## config.mk

```make
export PLATFORM = sky130hd
export DESIGN_NAME = add_sub_accum
export DESIGN_NICKNAME = d
export VERILOG_FILES = /design/src/rtl/add_sub_accum.sv
export SDC_FILE = /design/constraint.sdc
export NUM_CORES = 1
export LEC_CHECK = 0
export ABC_AREA = 0
export CAP_MARGIN = 10
export CORE_MARGIN = 8
export CORE_UTILIZATION = 40
export DETAILED_ROUTE_END_ITERATION = 7
export GPL_TIMING_DRIVEN = 1
export PLACE_DENSITY = 0.72
export SLEW_MARGIN = 30
export SYNTH_ARGS = -nofsm -noshare
export SYNTH_HDL_FRONTEND = slang
export SYNTH_SLANG_ARGS = --single-unit
```

## constraint.sdc

```tcl
create_clock -name clk -period 2.2 [get_ports clk]
set_input_delay 0.33 -clock clk [delete_from_list [all_inputs] [get_ports clk]]
set_output_delay 0.33 -clock clk [all_outputs]
set_load 0.005 [all_outputs]
```

## src/rtl/add_sub_accum.sv

```systemverilog
// Frame accumulator: adds/subtracts a stream of operands through a ripple
// adder/subtractor and hands the framed result out over valid/ready.
module add_sub_accum #(
    parameter int unsigned WIDTH = 4,
    parameter int unsigned CNT_W = 4,
    parameter bit          SAT   = 1'b0
) (
    input  logic             clk,
    input  logic             rst,
    input  logic             in_valid,
    output logic             in_ready,
    input  logic [WIDTH-1:0] in_data,
    input  logic             in_sub,
    input  logic             in_clr,
    input  logic             in_last,
    output logic             out_valid,
    input  logic             out_ready,
    output logic [WIDTH-1:0] out_acc,
    output logic             out_cout,
    output logic             out_ovf,
    output logic [CNT_W-1:0] out_count
);

    typedef enum logic {ACCUM, HOLD} state_t;

    state_t           state_q;
    logic [WIDTH-1:0] acc_q, acc_d;
    logic             cout_q, cout_d;
    logic             ovf_q, ovf_d;
    logic [CNT_W-1:0] count_q, count_d;

    logic [WIDTH-1:0] base, b_eff, sum, sat_val;
    logic [WIDTH:0]   carry;
    logic             v;

    // Ripple chain: B is inverted for subtraction and the mode bit is the carry-in.
    always_comb begin
        base     = in_clr ? '0 : acc_q;
        b_eff    = in_data ^ {WIDTH{in_sub}};
        carry    = '0;
        sum      = '0;
        carry[0] = in_sub;
        for (int unsigned i = 0; i < WIDTH; i++) begin
            sum[i]     = base[i] ^ b_eff[i] ^ carry[i];
            carry[i+1] = (base[i] & b_eff[i]) | (carry[i] & (base[i] ^ b_eff[i]));
        end
        v       = (base[WIDTH-1] == b_eff[WIDTH-1]) && (sum[WIDTH-1] != base[WIDTH-1]);
        sat_val = {base[WIDTH-1], {(WIDTH-1){~base[WIDTH-1]}}};
        acc_d   = (SAT && v) ? sat_val : sum;
        cout_d  = carry[WIDTH];
        ovf_d   = (in_clr ? 1'b0 : ovf_q) | v;
        if (in_clr)
            count_d = CNT_W'(1);
        else if (&count_q)
            count_d = count_q;
        else
            count_d = count_q + CNT_W'(1);
    end

    always_ff @(posedge clk or posedge rst) begin
        if (rst) begin
            state_q <= ACCUM;
            acc_q   <= '0;
            cout_q  <= 1'b0;
            ovf_q   <= 1'b0;
            count_q <= '0;
        end else begin
            case (state_q)
                ACCUM: begin
                    if (in_valid) begin
                        acc_q   <= acc_d;
                        cout_q  <= cout_d;
                        ovf_q   <= ovf_d;
                        count_q <= count_d;
                        if (in_last)
                            state_q <= HOLD;
                    end
                end
                HOLD: begin
                    // Clearing here makes the next frame start from zero regardless of in_clr.
                    if (out_ready) begin
                        acc_q   <= '0;
                        cout_q  <= 1'b0;
                        ovf_q   <= 1'b0;
                        count_q <= '0;
                        state_q <= ACCUM;
                    end
                end
                default: state_q <= ACCUM;
            endcase
        end
    end

    assign in_ready  = (state_q == ACCUM);
    assign out_valid = (state_q == HOLD);
    assign out_acc   = acc_q;
    assign out_cout  = cout_q;
    assign out_ovf   = ovf_q;
    assign out_count = count_q;

endmodule

```

Yosys cells after proc, flatten, opt, wreduce, memory -nomap -nowiden
Index checks and enable logic that the tools add are counted.

cells by class
  equality and inequality tests = 5
  multiplexer cells = 18
  reductions and logical operators = 4
  bitwise logic cells = 23
  $add $sub $neg = 1

operators by type and width
  cell                                          number
  two-way mux 4 bit                             6
  one-hot mux 4 bit (2 select lines)            2
  bitwise AND 1 bit                             8
  bitwise XOR 1 bit                             8
  two-way mux 1 bit                             7
  one-hot mux 1 bit (2 select lines)            3
  bitwise OR 1 bit                              5
  adder 4 x 1 -> 4 bit, second input constant   1
  inequality test 2 bit, second input constant  2
  AND reduction 4 bit                           1
  bitwise XOR 4 bit                             1
  inequality test 3 bit, second input constant  1
  AND reduction 3 bit                           1
  AND reduction 2 bit                           1
  == test 1 bit                                 1
  logical AND 1 bit                             1
  inequality test 1 bit                         1
  inverter 1 bit                                1

storage, ports and cells
  output and inout bits = 12
  flip-flop bits (word level) = 11
  word-level logic and storage cells = 56
  bits of input ports = 11

Longest topological paths before layout
Gate-level depths: netlist (run 1).

  depth in word-level cells = 14
  depth in mapped cells = 9

Worst setup path after synthesis (run 1)
OpenSTA, ideal clock, no wires.

  path kind = input -> register
  start = in in_clr
  end = reg ovf_q (netlist: out_ovf)
  slack = -0.137 ns
  arrival time = 2.242 ns
  path buffers = 1
  data required time = 2.105 ns
  cell stages on the path = 7
  cells stage by stage = clkbuf_1 -> nand2b_1 -> fa_1 -> fa_1 -> fa_1 -> xnor2_1 -> o31ai_1

between the ends
  longest elaborated chain between the ends = 14
  elaborated cells on any way between the ends = 22

RTL lines
  item                                    RTL line  RTL
  start: declaration                      14        input logic in_clr,
  two-way mux 4 bit                       38        base = in_clr ? '0 : acc_q;
  bitwise XOR 1 bit                       45        carry[i+1] = (base[i] & b_eff[i]) | (carry[i] & (base[i] ^ b_eff[i]));
  bitwise AND 1 bit                       45
  bitwise OR 1 bit                        45
  bitwise AND 1 bit                       45
  bitwise OR 1 bit                        45
  bitwise AND 1 bit                       45
  bitwise OR 1 bit                        45
  bitwise XOR 1 bit                       44        sum[i] = base[i] ^ b_eff[i] ^ carry[i];
  inequality test 1 bit                   47        v = (base[WIDTH-1] == b_eff[WIDTH-1]) && (sum[WIDTH-1] != base[WIDTH-1]);
  logical AND 1 bit                       47
  bitwise OR 1 bit (*)                    51        ovf_d = (in_clr ? 1'b0 : ovf_q) | v;
  two-way mux 1 bit (*)                   70        if (in_valid) begin
  one-hot mux 1 bit (2 select lines) (*)  68        case (state_q)
  end signal: assignment                  73        ovf_q <= ovf_d;
  end: declaration                        29        logic ovf_q, ovf_d;

Every way passes the cells marked *; elsewhere a longest branch is shown, timed or not. The select of a mux whose other input is x is not followed.
A chain may end at the register's enable or synchronous reset.

Worst setup path after layout (run 1)
  start = reg acc_q[0] (netlist: out_acc[0])
  end = reg ovf_q (netlist: out_ovf)

between the ends
  longest elaborated chain between the ends = 14
  elaborated cells on any way between the ends = 15

RTL lines
  item                                    RTL line  RTL
  start: declaration                      27        logic [WIDTH-1:0] acc_q, acc_d;
  start signal: assignment                63        acc_q <= '0;
  start signal: assignment                71        acc_q <= acc_d;
  start signal: assignment                82        acc_q <= '0;
  two-way mux 4 bit (*)                   38
  bitwise XOR 1 bit                       45
  bitwise AND 1 bit                       45
  bitwise OR 1 bit (*)                    45
  bitwise AND 1 bit (*)                   45
  bitwise OR 1 bit (*)                    45
  bitwise AND 1 bit (*)                   45
  bitwise OR 1 bit (*)                    45
  bitwise XOR 1 bit (*)                   44
  inequality test 1 bit (*)               47
  logical AND 1 bit (*)                   47
  bitwise OR 1 bit (*)                    51
  two-way mux 1 bit (*)                   70
  one-hot mux 1 bit (2 select lines) (*)  68

Marks and branches as above.

==> results of run 1 <==
repair_timing:
item	4_1_cts	5_1_grt
setup endpoints to repair	2	2
buffers inserted	0	0
pin swaps	5	2
gates resized for setup	5	2
worst max-delay path: stages, from the launching register on:
cell and delay (ns):
sky130_fd_sc_hd__dfrtp_1 0.36, sky130_fd_sc_hd__nand2_1 0.07, sky130_fd_sc_hd__nor2_2 0.10, sky130_fd_sc_hd__a21oi_2 0.04, sky130_fd_sc_hd__fa_2 0.36, sky130_fd_sc_hd__fa_2 0.39, sky130_fd_sc_hd__fa_1 0.47, sky130_fd_sc_hd__xnor2_1 0.14
sky130_fd_sc_hd__o31ai_1 0.21
sequential cells by signal, indices dropped and copies added, names as in the netlist:
signal / flops
out_count: 4
out_cout: 1
out_valid: 1
out_ovf: 1
out_acc: 4
synth_stat cells, drive strengths merged:
cell / number
a22oi: 1
xnor2: 3
o31ai: 2
ha: 2
o21ai: 10
mux2i: 3
nor3: 1
a21oi: 4
nand3: 2
dfrtp: 11
nand2b: 2
buf: 2
or3: 1
a21o: 1
nor2: 5
o22ai: 1
a22o: 1
fa: 3
nor2b: 2
inv: 9
mux2: 1
nor4: 1
xor2: 1
nand2: 12
clkbuf: 1
power by group through the flow:
stage | Combinational [mW] | Clock (mW) | Sequential (mW)
after global routing | 0.383 | 0.154 | 0.316
after floorplan | 0.164 | 0 | 0.304
after detailed placement | 0.347 | 0 | 0.311
after global placement | 0.339 | 0 | 0.309
final | 0.344 | 0.143 | 0.306
after CTS | 0.347 | 0.145 | 0.308
worst min path at each step:
stage / slack, ns / to
3_3_place_gp: 0.49 / out_ovf
3_5_place_dp: 0.51 / out_ovf
4_1_cts: 0.37 / out_acc[2]
5_1_grt: 0.38 / out_acc[2]
2_1_floorplan: 0.18 / out_acc[0]
6_report: 0.35 / out_acc[2]
cells by family after synthesis:
kind of cell / share of synthesized area (%)
AOI/OAI and AO/OA: 16.5
xor gates and xnor gates: 4.82
adders and majority gates: 11.7
buffers and inverters: 6.88
DFF: 37.9
muxes: 6.20
and+or+nand+nor: 16.0
final cells by class:
class / instances / area (um2) / share of cell area [%]
Clock buffer: 4 / 26.3 / 2.46
Sequential cell: 11 / 275 / 25.7
Tap cell: 25 / 31.3 / 2.92
Timing Repair Buffer: 30 / 275 / 25.7
Multi-Input combinational cell: 59 / 428 / 40.0
Inverter: 9 / 33.8 / 3.16
metrics by stage:
stage          cells  utilization (%)  setup TNS [ns]  cell area [um2]  power (mW)
2_1_floorplan     82                -         -0.0244              741       0.468
3_3_place_gp     134             59.9           -1.10             1030       0.647
3_5_place_dp     134             59.9           -1.28             1030       0.658
4_1_cts          138             61.6          -0.199             1060       0.800
5_1_grt          138             62.0          -0.255             1070       0.853
6_report         138             62.0         -0.0460             1070       0.793
layer usage:
| layer | global-route usage [%] | part of all wire (%) | vias to the layer above |
|---|---|---|---|
| li1 | - | - | 336 |
| met1 | 12.3 | 42 | 324 |
| met2 | 20.2 | 50 | 18 |
| met3 | 4.35 | 6.5 | 4 |
| met4 | 5.12 | 2.1 | 0 |
| met5 | 0 | 0 | - |
==> key figures, run 1 <==
Outcome
  – Result of the run: finished, violations left
  – Failing checks: negative setup slack

Route
  – Post-DRT Antenna Nets: 0
  – Initial DRT Pass Iterations: 3
  – Wire per inst: 13.4 um
  – Drc violations: 0
  – Overall routed net length: 1.85 mm
  – Number of vias per cell after detailed routing: 4.94
  – Total vias in the final route: 682
  – Drt initial violations: 10

Power and ir drop
  – Logic pwr share: 43.3%
  – Sequential share of power: 38.7%
  – Pwr/cell area: 741 nW/um2
  – Switching part of the total: 33.6%
  – Portion of total power attributed to the clock network: 18.0%
  – Peak VDD IR: 473 uV
  – Power Internal: 0.526 mW
  – Switching Power: 0.267 mW
  – Leakage dissipation: 0.482 nW

Placement
  – IO Port Bufs: 22
  – Weighted congestion at the end of routability-driven global placement: 0.775
  – DP Wirelength: 1.49 mm
  – Setup WS pre-CTS: -0.499 ns

STA
  – Unrepaired setup endpoints after global routing: true
  – Count of endpoints failing setup in the final report: 1
  – Setup ws final: -0.0460 ns
  – Final Hold Slack: 0.352 ns
  – Final Cycle Share: 102%
  – Endpoints failing hold: 0
  – Least-Margin Pin Slew: 0.472 ns
  – Final Slew Violations: 0
  – Worst rel slew slack: 68.5%
  – Fin crit period: 2.25 ns
  – Post-Route Skew: 0.00563 ns
  – Fmax: 0.445 GHz

Synthesis
  – Flop and latch count out of synthesis: 11
  – Share of synthesized area occupied by flip-flops and latches: 37.9%
  – Post-synthesis net count: 98
  – Count of cell types in the netlist: 29
  – Largest cells by area after synthesis: sky130_fd_sc_hd__dfrtp_1 (38%), sky130_fd_sc_hd__fa_1 (8.3%), sky130_fd_sc_hd__nand2_1 (6.2%), sky130_fd_sc_hd__mux2i_1 (4.1%), sky130_fd_sc_hd__o21ai_1 (4.1%)
  – Share of the synthesized area in the top cell type: 37.9%
  – Largest area contributor in the synthesized netlist: sky130_fd_sc_hd__dfrtp_1
  – Synth Instances: 82
  – Post-Synthesis Mean Instance Area: 8.87 um2
  – Number of warnings reported in the yosys synthesis log: 0
  – Netlist area before placement: 727 um2

Setup path
  – Critical path startpoint: out_acc[0]
  – Termination of the worst setup path: out_ovf
  – Critical path capture point type: register
  – Data arrival time at the worst-slack endpoint: 2.42 ns
  – Beginning of the worst register-to-register path: out_acc[0]
  – Worst-path maximum fanout: 2
  – Logic depth of the worst register-to-register path: 8
  – Critical setup path kind: reg2reg
  – Type of element launching the critical path: register
  – R2r setup slk: -0.05 ns
  – Req. time, crit path: 2.37 ns
  – End of the worst register-to-register path: out_ovf

Worst hold path
  – Type of the worst min-delay path: in2async

Finish
  – Area Overhead vs Synth: 47.2%
  – Post-layout nets: 130
  – Number of fill cells: 165
  – Commonest non-fill, non-tap cell in the layout: sky130_fd_sc_hd__clkdlybuf4s50_1
  – Share of cells above drive strength 1: 18.6%
  – Most frequent cells in the layout: sky130_fd_sc_hd__clkdlybuf4s50_1 (18), sky130_fd_sc_hd__nand2_1 (12), sky130_fd_sc_hd__dfrtp_1 (11), sky130_fd_sc_hd__buf_4 (8), sky130_fd_sc_hd__inv_1 (7)
  – Antenna diode count: 0

Clocking
  – Number of clock buffers inserted by TritonCTS: 3
  – Clock tree from TritonCTS: built
  – Clock insertion delay at the later pin of the skew report: 0.27 ns
  – Clock root cell: sky130_fd_sc_hd__clkbuf_4
  – Cts-stage hold buffer count: 0
  – Clock-pin slew of the registers on the worst-case setup and hold paths: 0.08 ns
  – H-Tree Depth: 1
  – Buffer depth of the longest clock path: 2
  – Number of clock sinks: 11

Floorplanning
  – Top Ports: 23
  – Initial standard-cell utilization of the core: 42.1%
  – DIE WIDTH: 58.6 um
  – Die Height: 58.6 um
  – Floorplan row count: 15
  – Floorplan die area: 3440 um2
  – Core area: 1730 um2

Global routing
  – Via count of the first global-routing pass: 724
  – GRT Total Usage: 11.6%
  – Remaining global-route overflow: 0
  – Maximum number of pins on one net before global-route repair: 14
  – Global-route wire length before repair: 3.08 mm
  – Number of antenna violations at the first check in global routing: 0

Flow run
  – Total of max-cap violations: 0
Note: power is estimated with default switching activity, not from simulation.
==> run 2, diff against run 1 <==
--- a/config.mk
+++ b/config.mk
@@ -12,6 +12,7 @@
 export DETAILED_ROUTE_END_ITERATION = 7
 export GPL_TIMING_DRIVEN = 1
 export PLACE_DENSITY = 0.72
+export RECOVER_POWER = 25
 export SLEW_MARGIN = 30
 export SYNTH_ARGS = -nofsm -noshare
 export SYNTH_HDL_FRONTEND = slang
==> run 2 against run 1 <==
Compared with the run above: the run still ends with negative setup slack left; count of clock-buffer cells in the layout stayed put; clock power hardly changed; maximum frequency unchanged; die area is the same; sequential power barely moved; clock skew did not move; critical endpoint unchanged.
==> key figures, run 2 (synthesis results as in run 1) <==
Route
  – Wire per inst: 13.4 um (unchanged)
  – Total vias in the final route: 682 (unchanged)
  – Drt initial violations: 10 (unchanged)
  – Number of vias per cell after detailed routing: 4.94 (unchanged)
  – Overall routed net length: 1.85 mm (unchanged)
  – Initial DRT Pass Iterations: 3 (unchanged)
  – Post-DRT Antenna Nets: 0 (unchanged)
  – Drc violations: 0 (unchanged)

STA
  – Final Cycle Share: 102% (unchanged)
  – Endpoints failing hold: 0 (unchanged)
  – Setup ws final: -0.0460 ns (unchanged)
  – Fin crit period: 2.25 ns (unchanged)
  – Post-Route Skew: 0.00563 ns (unchanged)
  – Unrepaired setup endpoints after global routing: true
  – Fmax: 0.445 GHz (unchanged)
  – Final Hold Slack: 0.489 ns (+0.138 ns)
  – Final Slew Violations: 0 (unchanged)
  – Worst rel slew slack: 68.5% (about the same)
  – Least-Margin Pin Slew: 0.472 ns (+0.00000215 ns)
  – Count of endpoints failing setup in the final report: 1 (unchanged)

Finish
  – Number of cells in the finished layout apart from fillers: 138 (unchanged)
  – Commonest non-fill, non-tap cell in the layout: sky130_fd_sc_hd__clkdlybuf4s50_1
  – Post-layout nets: 130 (unchanged)
  – Area Overhead vs Synth: 47.2% (unchanged)
  – Share of cells above drive strength 1: 18.6% (unchanged)
  – Antenna diode count: 0 (unchanged)
  – Post-route standard cell area excluding fillers: 1070 um2 (unchanged)
  – Most frequent cells in the layout: sky130_fd_sc_hd__clkdlybuf4s50_1 (17), sky130_fd_sc_hd__nand2_1 (12), sky130_fd_sc_hd__dfrtp_1 (11), sky130_fd_sc_hd__buf_4 (8), sky130_fd_sc_hd__inv_1 (7)

Outcome
  – Result of the run: finished, violations left
  – Failing checks: negative setup slack

Setup path
  – Critical path capture point type: register
  – Worst-path maximum fanout: 2 (unchanged)
  – R2r setup slk: -0.05 ns (about the same)
  – Data arrival time at the worst-slack endpoint: 2.42 ns (about the same)
  – End of the worst register-to-register path: out_ovf
  – Critical path startpoint: out_acc[0]
  – Req. time, crit path: 2.37 ns (about the same)
  – Beginning of the worst register-to-register path: out_acc[0]
  – Critical setup path kind: reg2reg
  – Type of element launching the critical path: register
  – Logic depth of the worst register-to-register path: 8 (unchanged)

Floorplanning
  – Initial standard-cell utilization of the core: 42.1% (unchanged)
  – Top Ports: 23 (unchanged)
  – DIE WIDTH: 58.6 um (unchanged)
  – Floorplan die area: 3440 um2 (unchanged)
  – Floorplan row count: 15 (unchanged)
  – Die Height: 58.6 um (unchanged)
  – Core area: 1730 um2 (unchanged)

Flow run
  – Total of max-cap violations: 0 (unchanged)

Global routing
  – Remaining global-route overflow: 0 (unchanged)
  – Number of antenna violations at the first check in global routing: 0 (unchanged)
  – GRT Total Usage: 11.6% (unchanged)
  – Maximum number of pins on one net before global-route repair: 14 (unchanged)
  – Global-route wire length before repair: 3.08 mm (unchanged)
  – Via count of the first global-routing pass: 724 (unchanged)

Clocking
  – Clock insertion delay at the later pin of the skew report: 0.27 ns (about the same)
  – Clock tree from TritonCTS: built
  – Number of clock sinks: 11 (unchanged)
  – H-Tree Depth: 1 (unchanged)
  – Post-CTS setup buffer count: 0 (unchanged)
  – Clock root cell: sky130_fd_sc_hd__clkbuf_4
  – Cts-stage hold buffer count: 0 (unchanged)
  – Clock-pin slew of the registers on the worst-case setup and hold paths: 0.08 ns (about the same)
  – Number of clock buffers inserted by TritonCTS: 3 (unchanged)
  – Buffer depth of the longest clock path: 2 (unchanged)

Placement
  – Setup WS pre-CTS: -0.499 ns (unchanged)
  – IO Port Bufs: 22 (unchanged)
  – Cell total after placement: 134 (unchanged)
  – DP Wirelength: 1.49 mm (unchanged)
  – Weighted congestion at the end of routability-driven global placement: 0.775 (unchanged)
  – Total placed instance area: 1030 um2 (unchanged)

Power and ir drop
  – Leakage dissipation: 0.482 nW (about the same)
  – Power, Total: 0.792 mW (about the same)
  – Pwr/cell area: 740 nW/um2 (about the same)
  – Peak VDD IR: 470 uV (-0.71%)

Worst hold path
  – Type of the worst min-delay path: in2async
[run 2: layout make-up]
cell class	instances	area, um2
inverters	9	33.8
fillers	165	657
clock buffers	4	26.3
multi-input cells	59	428
flip-flops and latches	11	275
repair buffers	30	275
well taps	25	31.3
[run 2: how the worst max path moves through the flow]
stage,to,slack [ns],depth (start not counted)
detailed placement,out_ovf,-0.50,9
floorplan,out_ovf,-0.02,7
CTS,out_ovf,-0.16,8
global route,out_ovf,-0.17,8
global placement,out_ovf,-0.42,9
finish,out_ovf,-0.05,8
[run 2: stage by stage]
stage | utilization, % | setup TNS [ns]
floorplan | - | -0.0244
global placement | 59.9 | -1.10
detailed placement | 59.9 | -1.28
CTS | 61.6 | -0.199
global route | 62.0 | -0.255
finish | 62.0 | -0.0460
[run 2: worst max-delay path: stages (launching register included)]
cell	delay, ns
sky130_fd_sc_hd__dfrtp_1	0.36
sky130_fd_sc_hd__nand2_1	0.07
sky130_fd_sc_hd__nor2_2	0.10
sky130_fd_sc_hd__a21oi_2	0.04
sky130_fd_sc_hd__fa_2	0.36
sky130_fd_sc_hd__fa_2	0.39
sky130_fd_sc_hd__fa_1	0.47
sky130_fd_sc_hd__xnor2_1	0.14
sky130_fd_sc_hd__o31ai_1	0.21
[run 2: report_power, final]
part	switching [mW]	internal (mW)	leakage [nW]	total (mW)
clock network	0.0725	0.0703	0.0150	0.143
registers	0.0552	0.251	0.142	0.306
logic	0.139	0.204	0.325	0.343
[run 2: per-layer routing]
metal	vias to the layer above	global-route usage (%)	routed length [um]
met1	324	12.3	770
met4	0	5.12	39
met2	18	20.2	922
li1	336	-	-
met3	4	4.35	121
met5	-	0	0
[run 2: timing repair]
item | 4_1_cts | 5_1_grt
resized for setup | 5 | 2
endpoints found under the setup margin | 2 | 2
pin swaps | 5 | 2
==> run 3, diff against run 2 <==
--- a/config.mk
+++ b/config.mk
@@ -11,7 +11,7 @@
 export CORE_UTILIZATION = 40
 export DETAILED_ROUTE_END_ITERATION = 7
 export GPL_TIMING_DRIVEN = 1
-export PLACE_DENSITY = 0.72
+export PLACE_DENSITY_LB_ADDON = 0.1
 export RECOVER_POWER = 25
 export SLEW_MARGIN = 30
 export SYNTH_ARGS = -nofsm -noshare
==> run 3 against run 2 <==
Compared with the run above: flip-flop and latch count did not move; the flow now finishes without violations; count of clock-buffer cells in the layout did not move; critical path depth fell by 1; power fell by 0.35%; critical endpoint unchanged; largest power group unchanged.
==> key figures, run 3 (synthesis results as in run 1) <==
Clocking
  – H-Tree Depth: 1 (unchanged)
  – Clock root cell: sky130_fd_sc_hd__clkbuf_4
  – Clock insertion delay at the later pin of the skew report: 0.27 ns (about the same)
  – Number of clock buffers inserted by TritonCTS: 3 (unchanged)
  – Cts-stage hold buffer count: 0 (unchanged)
  – Post-CTS setup buffer count: 0 (unchanged)
  – Buffer depth of the longest clock path: 2 (unchanged)
  – Number of clock sinks: 11 (unchanged)
  – Clock-pin slew of the registers on the worst-case setup and hold paths: 0.07 ns (about the same)
  – Clock tree from TritonCTS: built

Placement
  – Setup WS pre-CTS: -0.490 ns (+0.00897 ns)
  – IO Port Bufs: 22 (unchanged)
  – Weighted congestion at the end of routability-driven global placement: 0.753 (-2.9%)
  – DP Wirelength: 1.41 mm (-4.8%)

Floorplanning
  – Floorplan die area: 3440 um2 (unchanged)
  – Core area: 1730 um2 (unchanged)
  – DIE WIDTH: 58.6 um (unchanged)
  – Initial standard-cell utilization of the core: 42.1% (unchanged)
  – Die Height: 58.6 um (unchanged)
  – Top Ports: 23 (unchanged)
  – Floorplan row count: 15 (unchanged)

Global routing
  – Global-route wire length before repair: 2.99 mm (-2.9%)
  – Maximum number of pins on one net before global-route repair: 14 (unchanged)
  – Number of antenna violations at the first check in global routing: 0 (unchanged)
  – Via count of the first global-routing pass: 664 (-8.3%)
  – Remaining global-route overflow: 0 (unchanged)
  – GRT Total Usage: 11.3% (-0.32 points)

Finish
  – Multi-input gate area in the final layout: 428 um2 (unchanged)
  – Combined flip-flop and latch cell area: 275 um2 (unchanged)
  – Share of cells above drive strength 1: 18.6% (unchanged)
  – Most frequent cells in the layout: sky130_fd_sc_hd__clkdlybuf4s50_1 (17), sky130_fd_sc_hd__nand2_1 (12), sky130_fd_sc_hd__dfrtp_1 (11), sky130_fd_sc_hd__buf_4 (8)
  – Commonest non-fill, non-tap cell in the layout: sky130_fd_sc_hd__clkdlybuf4s50_1
  – Area Overhead vs Synth: 47.2% (unchanged)
  – Number of fill cells: 164 (-0.61%)
  – Post-layout nets: 130 (unchanged)
  – Antenna diode count: 0 (unchanged)

Power and ir drop
  – Sequential share of power: 38.4% (-0.3 points)
  – Power, Total: 0.789 mW (-0.35%)
  – Power Internal: 0.526 mW (about the same)
  – Leakage dissipation: 0.482 nW (about the same)
  – Pwr/cell area: 738 nW/um2 (-0.35%)
  – Portion of total power attributed to the clock network: 18.1% (about the same)
  – Logic pwr share: 43.5% (+0.2 points)
  – Switching part of the total: 33.3% (-0.30 points)
  – Peak VDD IR: 459 uV (-2.5%)
  – Switching Power: 0.263 mW (-1.2%)

Setup path
  – Logic depth of the worst register-to-register path: 8 (unchanged)
  – Master of the slowest instance on the critical path: sky130_fd_sc_hd__fa_1
  – Data arrival time at the worst-slack endpoint: 2.33 ns (-0.09 ns)
  – Slowest Stage Delay on Critical Path: 0.47 ns (about the same)
  – Most common cell on crit path: sky130_fd_sc_hd__fa_2
  – Critical path startpoint: in_clr
  – R2r setup slk: 0.07 ns (+0.12 ns)
  – Termination of the worst setup path: out_ovf
  – Beginning of the worst register-to-register path: out_acc[0]
  – Path length in cells of the critical path: 7 (-1)
  – CP delay by family, top: adder cells
  – Worst path bufs/invs: 1 (+1)
  – Chain of cells forming the critical path: dlygate4sd2_1 > nand2b_4 > fa_2 > fa_2 > fa_1 > xnor2_1 > o31ai_1
  – Worst-path maximum fanout: 4 (+2)
  – End of the worst register-to-register path: out_ovf
  – Type of element launching the critical path: primary input
  – Critical setup path kind: in2reg
  – Req. time, crit path: 2.38 ns (about the same)
  – Critical path capture point type: register

Route
  – Post-DRT Antenna Nets: 0 (unchanged)
  – Number of vias per cell after detailed routing: 4.83 (-2.3%)
  – Drt initial violations: 12 (+2)
  – Drc violations: 0 (unchanged)
  – Wire per inst: 12.8 um (-4.4%)
  – Overall routed net length: 1.77 mm (-4.4%)
  – Total vias in the final route: 666 (-2.3%)
  – Initial DRT Pass Iterations: 4 (+1)

STA
  – Unrepaired setup endpoints after global routing: true
  – Final setup TNS: 0 ns (+0.0460 ns)
  – Setup ws final: 0.0508 ns (+0.0968 ns)
  – Final Cycle Share: 97.7% (-4.4 points)
  – Worst rel slew slack: 68.7% (+0.20 points)
  – Count of endpoints failing setup in the final report: 0 (-1)
  – Endpoints failing hold: 0 (unchanged)
  – Final Slew Violations: 0 (unchanged)
  – Least-Margin Pin Slew: 0.469 ns (-0.00307 ns)
  – Fin crit period: 2.15 ns (-0.0968 ns)
  – Post-Route Skew: 0.00141 ns (-0.00422 ns)
  – Fmax: 0.465 GHz (+4.5%)
  – Final Hold Slack: 0.487 ns (-0.00183 ns)

Worst hold path
  – Type of the worst min-delay path: in2async

Outcome
  – Result of the run: finished clean

Flow run
  – Total of max-cap violations: 0 (unchanged)
run 3: changes by cell type in the layout (fill, tap and decap cells not counted):
cell / before / now
sky130_fd_sc_hd__o21ai_0: 4 / 3
sky130_fd_sc_hd__o21ai_1: 6 / 7
run 3: power groups by stage:
stage / Clock (mW) / Sequential [mW] / Combinational (mW)
after floorplan: 0 / 0.304 / 0.164
after global placement: 0 / 0.305 / 0.343
after detailed placement: 0 / 0.308 / 0.346
after CTS: 0.150 / 0.303 / 0.348
after global routing: 0.159 / 0.312 / 0.384
final: 0.143 / 0.303 / 0.343
run 3: layer usage:
layer	global-route usage, %	wire length, um	up-vias	part of all wire [%]
met2	17.0	788	27	44
met4	5.12	31	0	1.8
li1	-	-	334	-
met3	4.78	163	4	9.2
met5	0	0	-	0
met1	13.6	787	301	44
run 3: how the worst min path moves through the flow:
stage / endpoint / slack (ns) / depth (start not counted)
2_1_floorplan: out_acc[0] / 0.18 / 1
3_3_place_gp: out_ovf / 0.47 / 2
3_5_place_dp: out_ovf / 0.49 / 2
4_1_cts: out_count[0] / 0.36 / 2
5_1_grt: out_count[1] / 0.51 / 2
6_report: out_count[1] / 0.49 / 2
run 3: final cells by class:
class	instances	share of cell area (%)
clock buffers	4	2.46
flip-flops and latches	11	25.7
repair buffers	30	25.7
inverters	9	3.16
well taps	25	2.92
multi-input cells	59	40.0
run 3: metrics by stage:
stage	instances	area, um2	util (%)
final	138	1070	62.0
after floorplan	82	741	-
after global routing	138	1070	62.0
after global placement	134	1030	59.9
after detailed placement	134	1030	59.9
after CTS	138	1060	61.6
run 3: what timing repair did:
| action | in CTS | in global routing |
|---|---|---|
| gates resized for setup | 5 | 3 |
| pin swaps | 2 | 1 |
| endpoints found under the setup margin | 2 | 2 |
